**config.mk**
```make
export PLATFORM = sky130hd
export DESIGN_NAME = motor_cmd_dispatcher
export DESIGN_NICKNAME = d
export VERILOG_FILES = /design/src/rtl/motor_cmd_pkg.sv /design/src/rtl/cmd_fifo.sv /design/src/rtl/motor_cmd_dispatcher.sv
export SDC_FILE = /design/constraint.sdc
export NUM_CORES = 2
export LEC_CHECK = 0
export ABC_CLOCK_PERIOD_IN_PS = 2600
export CORE_ASPECT_RATIO = 1.4
export CORE_MARGIN = 2
export CORE_UTILIZATION = 54
export CTS_CLUSTER_SIZE = 16
export DETAILED_ROUTE_END_ITERATION = 8
export GPL_TIMING_DRIVEN = 0
export PLACE_DENSITY = 0.72
export SETUP_SLACK_MARGIN = 0.1
export SLEW_MARGIN = 10
export SYNTH_ARGS = -nofsm -noshare
export SYNTH_HDL_FRONTEND = slang
export SYNTH_SLANG_ARGS = --single-unit
```
**constraint.sdc**
```tcl
create_clock -name CLK_SE_AR -period 2.6 [get_ports CLK_SE_AR]
set_input_delay 0.52 -clock CLK_SE_AR [delete_from_list [all_inputs] [get_ports CLK_SE_AR]]
set_output_delay 0.52 -clock CLK_SE_AR [all_outputs]
set_load 0.03 [all_outputs]
```
**src/rtl/motor_cmd_pkg.sv**
```systemverilog
// Shared definitions for the motor command dispatcher.
//   parserStateT : 5-byte frame parser states (header then four payload bytes)
//   statusStateT : status transmitter states
//   FRAME_LEN    : bytes per command frame
//   RSV_W        : width of the reserved low field of the payload word
package motor_cmd_pkg;

  localparam int FRAME_LEN = 5;
  localparam int RSV_W     = 4;

  typedef enum logic [2:0] {HDR, B0, B1, B2, B3} parserStateT;
  typedef enum logic [1:0] {IDLE, SEND, GAP} statusStateT;

endpackage

```
**src/rtl/cmd_fifo.sv**
```systemverilog
// Single-channel command FIFO with simultaneous push and pop.
//   CLK_SE_AR : clock            rst_n    : async active-low reset
//   push/pop  : requests; pop is ignored when empty; push is accepted when
//               not full or when a pop happens in the same cycle
//   wrData    : entry to write   headData : entry at the read pointer
//   empty/full: occupancy flags
module cmd_fifo #(
  parameter int WIDTH = 28,
  parameter int DEPTH = 4
) (
  input  logic             CLK_SE_AR,
  input  logic             rst_n,
  input  logic             push,
  input  logic             pop,
  input  logic [WIDTH-1:0] wrData,
  output logic [WIDTH-1:0] headData,
  output logic             empty,
  output logic             full
);

  localparam int PW = (DEPTH > 1) ? $clog2(DEPTH) : 1;
  localparam int CW = $clog2(DEPTH + 1);

  logic [WIDTH-1:0] mem [DEPTH];
  logic [PW-1:0]    wrPtr;
  logic [PW-1:0]    rdPtr;
  logic [CW-1:0]    count;
  logic             doPush;
  logic             doPop;

  assign empty    = (count == '0);
  assign full     = (count == CW'(DEPTH));
  assign doPop    = pop && !empty;
  // A full FIFO still takes a push when the head leaves in the same cycle.
  assign doPush   = push && (!full || doPop);
  assign headData = mem[rdPtr];

  // DEPTH is a power of two, so pointers wrap naturally.
  always_ff @(posedge CLK_SE_AR or negedge rst_n) begin
    if (!rst_n) begin
      wrPtr <= '0;
      rdPtr <= '0;
      count <= '0;
      for (int i = 0; i < DEPTH; i++) mem[i] <= '0;
    end else begin
      if (doPush) begin
        mem[wrPtr] <= wrData;
        wrPtr      <= wrPtr + 1'b1;
      end
      if (doPop) rdPtr <= rdPtr + 1'b1;
      if (doPush && !doPop)      count <= count + 1'b1;
      else if (doPop && !doPush) count <= count - 1'b1;
    end
  end

endmodule

```
**src/rtl/motor_cmd_dispatcher.sv**
```systemverilog
// Motor command dispatcher: parses 5-byte frames from a byte stream into
// per-channel command FIFOs and optionally reports FIFO free space.
// Optional feature macro: DISPATCH_STATUS_TX_EN (status transmitter).
//   CLK_SE_AR, rst_n    : clock, async active-low reset
//   rx_data, rx_valid   : received byte and its one-cycle strobe
//   mc_div, mc_steps    : head divider / step count per channel (steps 0 if empty)
//   mc_valid, mc_active : head present per channel / controller busy per channel
//   tx_data, tx_start   : status byte and one-cycle send strobe
//   tx_busy             : transmitter busy
//   drop_cnt            : saturating count of rejected frames
// Handshake: a channel's head is consumed when mc_active rises (registered
// 0 -> 1) while mc_valid is high; a rise on an empty channel is ignored.
module motor_cmd_dispatcher
  import motor_cmd_pkg::*;
#(
  parameter int NCH     = 10,
  parameter int DEPTH   = 4,
  parameter int DIV_W   = 15,
  parameter int STEP_W  = 13,
  parameter int TIMEOUT = 24000,
  parameter int TX_GAP  = 8191
) (
  input  logic                    CLK_SE_AR,
  input  logic                    rst_n,
  input  logic [7:0]              rx_data,
  input  logic                    rx_valid,
  output logic [NCH*DIV_W-1:0]    mc_div,
  output logic [NCH*STEP_W-1:0]   mc_steps,
  output logic [NCH-1:0]          mc_valid,
  input  logic [NCH-1:0]          mc_active,
  output logic [7:0]              tx_data,
  output logic                    tx_start,
  input  logic                    tx_busy,
  output logic [7:0]              drop_cnt
);

  localparam int ENT_W = DIV_W + STEP_W;
  localparam int TW    = $clog2(TIMEOUT + 1);

  parserStateT          parserState;
  logic [3:0]           chan;
  logic [31:0]          word;
  logic [TW-1:0]        timer;
  logic                 pushReq;
  logic [31-RSV_W:0]    payload;
  logic [NCH-1:0]       actPrev;
  logic [NCH-1:0]       popVec;
  logic [NCH-1:0]       pushVec;
  logic [NCH-1:0]       fifoFull;
  logic [NCH-1:0]       fifoEmpty;
  logic [ENT_W-1:0]     headData [NCH];
  logic                 chanFull;
  logic                 chanPop;
  logic                 dropFrame;
  logic                 unusedBits;

  // Entry layout is {steps, divider}, taken straight above the reserved field.
  assign payload = word[31:RSV_W];
  assign popVec  = mc_active & ~actPrev & ~fifoEmpty;

  // Frame parser. The push is issued one cycle after B3 so the FIFO sees a
  // fully assembled word; the parser is already back in HDR by then.
  always_ff @(posedge CLK_SE_AR or negedge rst_n) begin
    if (!rst_n) begin
      parserState <= HDR;
      chan        <= '0;
      word        <= '0;
      timer       <= '0;
      pushReq     <= 1'b0;
    end else begin
      pushReq <= 1'b0;
      if (rx_valid) begin
        timer <= '0;
        case (parserState)
          HDR: begin chan <= rx_data[3:0];   parserState <= B0; end
          B0:  begin word[7:0]   <= rx_data; parserState <= B1; end
          B1:  begin word[15:8]  <= rx_data; parserState <= B2; end
          B2:  begin word[23:16] <= rx_data; parserState <= B3; end
          B3:  begin
            word[31:24] <= rx_data;
            parserState <= HDR;
            pushReq     <= 1'b1;
          end
          default: parserState <= HDR;
        endcase
      end else if (parserState != HDR) begin
        // Stalled partial frame: abandon it silently after TIMEOUT idle clocks.
        if (int'(timer) >= TIMEOUT - 1) begin
          parserState <= HDR;
          timer       <= '0;
        end else begin
          timer <= timer + 1'b1;
        end
      end
    end
  end

  always_comb begin
    chanFull = 1'b0;
    chanPop  = 1'b0;
    for (int c = 0; c < NCH; c++) begin
      if (int'(chan) == c) begin
        chanFull = fifoFull[c];
        chanPop  = popVec[c];
      end
    end
    dropFrame = pushReq && ((int'(chan) >= NCH) || (chanFull && !chanPop));
  end

  always_ff @(posedge CLK_SE_AR or negedge rst_n) begin
    if (!rst_n) begin
      actPrev  <= '0;
      drop_cnt <= '0;
    end else begin
      actPrev <= mc_active;
      if (dropFrame && (drop_cnt != 8'hFF)) drop_cnt <= drop_cnt + 8'd1;
    end
  end

  for (genvar c = 0; c < NCH; c++) begin : gCh
    assign pushVec[c] = pushReq && (int'(chan) == c);

    cmd_fifo #(.WIDTH(ENT_W), .DEPTH(DEPTH)) uFifo (
      .CLK_SE_AR (CLK_SE_AR),
      .rst_n     (rst_n),
      .push      (pushVec[c]),
      .pop       (popVec[c]),
      .wrData    (payload[ENT_W-1:0]),
      .headData  (headData[c]),
      .empty     (fifoEmpty[c]),
      .full      (fifoFull[c])
    );

    assign mc_valid[c]                    = ~fifoEmpty[c];
    assign mc_div[c*DIV_W +: DIV_W]       = headData[c][DIV_W-1:0];
    assign mc_steps[c*STEP_W +: STEP_W]   = fifoEmpty[c] ? '0 : headData[c][ENT_W-1:DIV_W];
  end

`ifdef DISPATCH_STATUS_TX_EN
  localparam int NPART = (NCH + 4) / 5;
  localparam int GW    = $clog2(TX_GAP + 1);

  statusStateT   statusState;
  logic [2:0]    part;
  logic [GW-1:0] gapCnt;
  logic [4:0]    freeBits;
  logic          anyFree;

  // Free-space bits for the five channels of the current part; channels
  // beyond NCH always read as free.
  always_comb begin
    freeBits = '1;
    for (int i = 0; i < 5; i++)
      for (int c = 0; c < NCH; c++)
        if (int'(part) * 5 + i == c) freeBits[i] = ~fifoFull[c];
  end

  assign anyFree = ~&fifoFull;

  always_ff @(posedge CLK_SE_AR or negedge rst_n) begin
    if (!rst_n) begin
      statusState <= IDLE;
      part        <= '0;
      gapCnt      <= '0;
      tx_start    <= 1'b0;
      tx_data     <= '0;
    end else begin
      case (statusState)
        IDLE: begin
          if (anyFree && !tx_busy) begin
            tx_start    <= 1'b1;
            tx_data     <= {part, freeBits};
            statusState <= SEND;
          end
        end
        SEND: begin
          tx_start    <= 1'b0;
          part        <= (int'(part) >= NPART - 1) ? 3'd0 : part + 3'd1;
          gapCnt      <= '0;
          statusState <= GAP;
        end
        GAP: begin
          if (int'(gapCnt) >= TX_GAP - 1) statusState <= IDLE;
          else                            gapCnt      <= gapCnt + 1'b1;
        end
        default: statusState <= IDLE;
      endcase
    end
  end

  assign unusedBits = ^{word[RSV_W-1:0], payload};
`else
  assign tx_start   = 1'b0;
  assign tx_data    = 8'h00;
  assign unusedBits = ^{word[RSV_W-1:0], payload, tx_busy};
`endif

endmodule
```
# --- Word level (Yosys, flattened, before mapping) ---
# Index checks and enable logic that the tools add are counted.
totals:
  elab_cells: 477
  out_inout_bits: 307
  ff_bits: 1263
  input_bits: 22
op_classes:
  order_cmp: 32
  n_reduce_logical: 146
  n_bitwise: 34
  addsub: 42
  muxes: 119
  n_eq_ne: 24
ops:
  columns: ["operator", "count"]
  rows:
  - ["$bwmux W112", 10]
  - ["$mux W28", 30]
  - ["$bmux W28 S2", 10]
  - ["$demux W28 S2", 10]
  - ["$mux W13", 10]
  - ["$mux W3", 23]
  - ["$logic_and A1 B1 Y1", 63]
  - ["$ge A3 B3 Y1 const B", 20]
  - ["$not A2 Y3", 20]
  - ["$mux W15", 3]
  - ["$logic_not A1 Y1", 41]
  - ["$add A2 B1 Y2 const B", 20]
  - ["$eq A3 B3 Y1 const B", 11]
  - ["$logic_not A3 Y1", 11]
  - ["$add A3 B1 Y3 const B", 10]
  - ["$lt A3 B1 Y1 const B", 10]
  - ["$sub A3 B1 Y3 const B", 10]
  - ["$eq A4 B4 Y1 const B", 6]
  - ["$reduce_bool A2 Y1", 12]
  - ["$mux W1", 22]
  - ["$and A10 B10 Y10", 2]
  - ["$not A10 Y10", 2]
  - ["$add A15 B1 Y15 const B", 1]
  - ["$ge A15 B15 Y1 const B", 1]
  - ["13 further kinds", 39]

# --- Logic depth before layout (Yosys ltp) ---
depth:
  depth_word: 18
  ltp_mapped: 11
  ltp_nobuf: 10

# --- Modules after synthesis ---
# A second synthesis with hierarchy kept.
unflattened:
  hier_cells: 3490
  hier_area_um2: 60217.8
modules_own_cells:
  columns: ["mod", "instances", "seq_area_each_um2", "area_each_um2", "cells_per_inst"]
  rows:
  - ["cmd_fifo (gCh[0].uFifo ...)", 9, 2977.9, 5646.7, 306]
  - ["cmd_fifo (gCh[9].uFifo)", 1, 2977.9, 5258.8, 305]
  - ["motor_cmd_dispatcher", 1, 1726.7, 4139.0, 431]

# --- Worst setup path before layout ---
# Ideal clock, no wire load.
synth_path:
  path_type: "flip-flop to flip-flop"
  from: "register chan[3]"
  to: "register gCh[3].uFifo.count[2]"
  stages_incl_launch_ff: 11
  period_less_slack_ns: 2.748
  path_buffers: 2
  path_slack_ns: -0.148
  arrival_ns: 2.668
  required_ns: 2.521
  setup_time_ns: 0.079
  path_cell_list: "dfrtp_1 buf_2 or3_1 buf_2 a211oi_4 ha_1 inv_1 fa_1 xor2_1 nor2_1 xor2_1"
synth_via:
  elab_chain_len: 6
  word_cells_on_any_way: 8
  cone_classes: "eq/ne: 1; mux: 1; reduce/logical: 6"
synth_rtl:
  columns: ["element", "line_no", "text"]
  rows:
  - ["from (decl)", "motor_cmd_dispatcher.sv:41", "logic [3:0] chan;"]
  - ["from (signal assigned)", "motor_cmd_dispatcher.sv:66", "chan <= '0;"]
  - ["from (signal assigned)", "motor_cmd_dispatcher.sv:75", "HDR: begin chan <= rx_data[3:0]; parserState <= B0; end"]
  - ["$eq A4 B3 Y1 (*)", "motor_cmd_dispatcher.sv:121", "assign pushVec[c] = pushReq && (int'(chan) == c);"]
  - ["$logic_and A1 B1 Y1 (*)", "motor_cmd_dispatcher.sv:121", null]
  - ["$logic_and A1 B1 Y1 (*)", "cmd_fifo.sv:35", "assign doPush = push && (!full || doPop);"]
  - ["via gCh[3].uFifo.doPush", "cmd_fifo.sv:28", "logic doPush;"]
  - ["$logic_not A1 Y1", "cmd_fifo.sv:52", "else if (doPop && !doPush) count <= count - 1'b1;"]
  - ["$logic_and A1 B1 Y1", "cmd_fifo.sv:52", null]
  - ["$reduce_bool A2 Y1 (no line)", null, null]
  - ["to (signal assigned)", "cmd_fifo.sv:51", "if (doPush && !doPop) count <= count + 1'b1;"]
  - ["to (signal assigned)", "cmd_fifo.sv:52", null]
  - ["to (decl)", "cmd_fifo.sv:27", "logic [CW-1:0] count;"]
# Mark *: on every way through the listed nets, which the timed path passes. The rest lies on a longest branch.
# A chain may end at the register's enable or synchronous reset.

# --- Final worst setup path ---
layout_path:
  from: "register gCh[0].uFifo.rdPtr[0]"
  to: "output mc_div[9]"
layout_via:
  elab_chain_len: 4
layout_rtl:
  columns: ["element", "line_no", "text"]
  rows:
  - ["from (decl)", "cmd_fifo.sv:26", "logic [PW-1:0] rdPtr;"]
  - ["from (signal assigned)", "cmd_fifo.sv:50", "if (doPop) rdPtr <= rdPtr + 1'b1;"]
  - ["$not A2 Y3 (implied by the code)", "cmd_fifo.sv:36", "assign headData = mem[rdPtr];"]
  - ["$bmux W28 S2", "cmd_fifo.sv:36", null]
  - ["$mux W28 (implied by the code) (2 in series)", "cmd_fifo.sv:36", null]
  - ["to (decl)", "motor_cmd_dispatcher.sv:27", "output logic [NCH*DIV_W-1:0] mc_div,"]
# No other way between the ends. The select of a mux whose other input is x is not followed.

==> metrics <==
status=complete, but fails checks; failing checks=hold timing, setup timing; FF-to-FF Start=gCh[1].uFifo.count[0]$_DFFE_PN0P_; Syn Area/Cell=15.7 um^2; crit-path cells=buf_6, buf_12, mux4_2, buf_6; final setup margin=-0.232 ns; cell mode on critical path=buf_6; Final Non-Filler Cells=5664; CTS tree=done; Synth async-reset ratio=100%; Initial Utilization=54.6%; register area share after synthesis=56.2%; GRT Resource Usage Total=27.1%; Setup crit end=mc_div[9]; DR pass1 iterations=7; via/cell ratio=5.82; post-layout power=65.0 mW; critical path arrival=2.31 ns; minimum hold slack=-0.111 ns; routed len/inst=25.7 um; Setup Skew=0.0214 ns; fraction of layout cells with a size suffix above 1=57.1%; Reg2Reg Depth=8; Synth top area share=56.2%; register clock-pin slew on the reported worst setup and hold paths=0.06 ns; Warnings, synthesis=0; Top Layer Used=met5; die span in y=385 um; final setup violation count=276; dominant cells by area after synthesis=dfrtp_1, mux2_2, mux4_2; WL met2=72.7 mm; Die Area=106000 um^2; met3 wire len=7.46 mm; Setup crit end kind=output port; most common cell in the netlist=dfrtp_1; clk buf depth=3; Hold Path Class=in2async; area leader, netlist=dfrtp_1; synthesized cell area=56100 um^2; Skew-Pair Late Insertion Delay=0.72 ns; site row count=139; Unique masters post-synth=56; RR Endpoint=gCh[1].uFifo.mem[71]$_DFFE_PN0P_; VDD IR max=0.000612 V; area grow syn2layout=22.6%; MaxCap Viol Count=0; pin count of the biggest net entering global routing=161; final hold vios=97; clock root buffer=clkbuf_16; leakage=34.2 nW; Synth Flop Type=dfrtp_1; met1 WL=59.7 mm; CTS buffer count=118; total grt overflow=0; H-tree lvl count=3; DPL Wire Length=96.3 mm; gpl congestion=0.826; worst path required time=2.08 ns; Max FO, Critical Path=5; fmax=0.353 GHz; top post-synthesis cells by count=dfrtp_1, mux2_2, mux4_2; CP bufs+invs=3; # IOs=329; relative slew slack=22.5%; Worst Setup Start Kind=flop; Initial DRC Count=1996; Post-synth EDFFs=0; via count=32900; Nets=4311; Seq cells post-synth=1259; slowest stage delay, CP=0.60 ns; number of global-route vias before repair=34100; Die X=276 um; Final Max Slew Viols=0; Setup crit start=gCh[0].uFifo.rdPtr[0]$_DFFE_PN0P_; Setup CP Type=reg2out; first-pass GRT wire length=215 mm; CP max-delay cell=mux4_2; DRT Wirelength=145 mm; ANT nets after route=0; pwr dens=945 nW/um^2; Final period util=109%; Post-Syn Instances=3567; Tightest Pin Transition=1.16 ns; Inst Count DP=5240; cell depth of the worst setup path=4; core area=103000 um^2; register-to-register setup slack=0 ns; RSZ-0062 raised after global routing=true; initial antenna violation count=13; count of input and output buffers=317; DRC=0; CP delay by family, top=multiplexers; clk sinks=1259; fin crit period=2.83 ns
## layout make-up
cell class,instances,area [um^2]
inverters,54,205
plain buffers,285,2010
fillers,7325,34000
well taps,1339,1680
repair buffers,532,5110
diodes,1,2.50
clock inverters,39,642
clock buffers,178,3570
multi-input cells,1977,24000
flip-flops and latches,1259,31500
## stage by stage
stage | hold WS (ns) | setup TNS [ns] | setup slack (ns) | cell area (um^2) | util (%)
2_1_floorplan | 0.224 | 0 | 0.0627 | 56100 | -
3_3_place_gp | 0.468 | - | -56.28 | 61000 | 59.3
3_5_place_dp | 0.389 | -838.71 | -1.05 | 61300 | 59.6
4_1_cts | -0.118 | -76.49 | -0.266 | 66800 | 65.0
5_1_grt | -0.0736 | -46.24 | -0.260 | 68800 | 66.9
6_report | -0.111 | -30.48 | -0.232 | 68800 | 66.9
## layer usage
metal / vias up / global-route usage [%]
met4: 14 / 10.6
met3: 215 / 4.44
met2: 748 / 45.1
li1: 14200 / -
met1: 17800 / 36.1
met5: - / 0
## cell families after synthesis
kind of cell / Yosys count / share of synthesized area (%)
multiplexers: 1443 / 34.6
flip-flops: 1259 / 56.2
buffers and inverters: 339 / 2.44
AND/OR/NAND/NOR: 330 / 3.34
XOR/XNOR: 74 / 1.16
adder cells (fa/ha/maj): 62 / 1.52
AO/OA/AOI/OAI: 59 / 0.776
other: 1 / 0.00669
## worst reg2reg max path, delay by kind of cell (launching register included)
family                 cells  cell delay, ns
DFF                        1            0.46
buffers and inverters      3            0.66
muxes                      1            0.40
and+or+nand+nor            4            0.97
## flip-flops by register name (all words and copies together), names as in the netlist
signal / flops
gCh.uFifo.rdPtr: 20
gCh.uFifo.count: 30
pushReq: 1
timer: 15
gCh.uFifo.wrPtr: 20
gCh.uFifo.mem: 1120
word: 28
chan: 4
actPrev: 10
parserState: 3
drop_cnt: 8
## where the power goes
part / internal, mW / switching (mW) / total [mW] / leakage [nW]
logic: 10.0 / 12.0 / 22.0 / 14.9
clock network: 11.1 / 7.52 / 18.6 / 2.08
registers: 22.0 / 2.29 / 24.3 / 17.3
## how the worst min path moves through the flow
stage                                   endpoint
6_report       gCh[6].uFifo.mem[110]$_DFFE_PN0P_
3_3_place_gp    gCh[3].uFifo.mem[29]$_DFFE_PN0P_
5_1_grt          gCh[6].uFifo.mem[6]$_DFFE_PN0P_
3_5_place_dp    gCh[7].uFifo.mem[77]$_DFFE_PN0P_
4_1_cts         gCh[7].uFifo.mem[50]$_DFFE_PN0P_
2_1_floorplan               actPrev[0]$_DFF_PN0_
## timing repair
action                     4_1_cts  5_1_grt
setup endpoints to repair     1278     1138
hold endpoints to repair        32       77
hold buffers                     5        2
gates resized for setup       1536      890
gates cloned                     3       13
pin swaps                       15       47
setup buffers                   72      112
## cells in the final DEF (no fill, tap or decap), types with 8 or more instances in the layout
cell type	count
and2_1	18
and2_4	11
buf_12	51
buf_16	12
buf_2	168
buf_4	158
buf_6	186
bufinv_16	17
clkbuf_1	143
clkbuf_16	133
clkbuf_2	45
clkbuf_8	48
clkdlybuf4s50_1	26
clkinv_2	18
conb_1	9
dfrtp_1	1233
dfrtp_2	26
ha_1	43
inv_1	49
mux2_2	1157
mux4_2	280
nand2_1	34
nand2_2	32
nand2_4	10
nand2b_1	8
nor2_1	45
nor2b_1	70
nor2b_4	40
nor3_4	10
o21ai_0	27
xnor2_1	40
xor2_1	33
No activity file was read; power rests on OpenSTA's default activity.
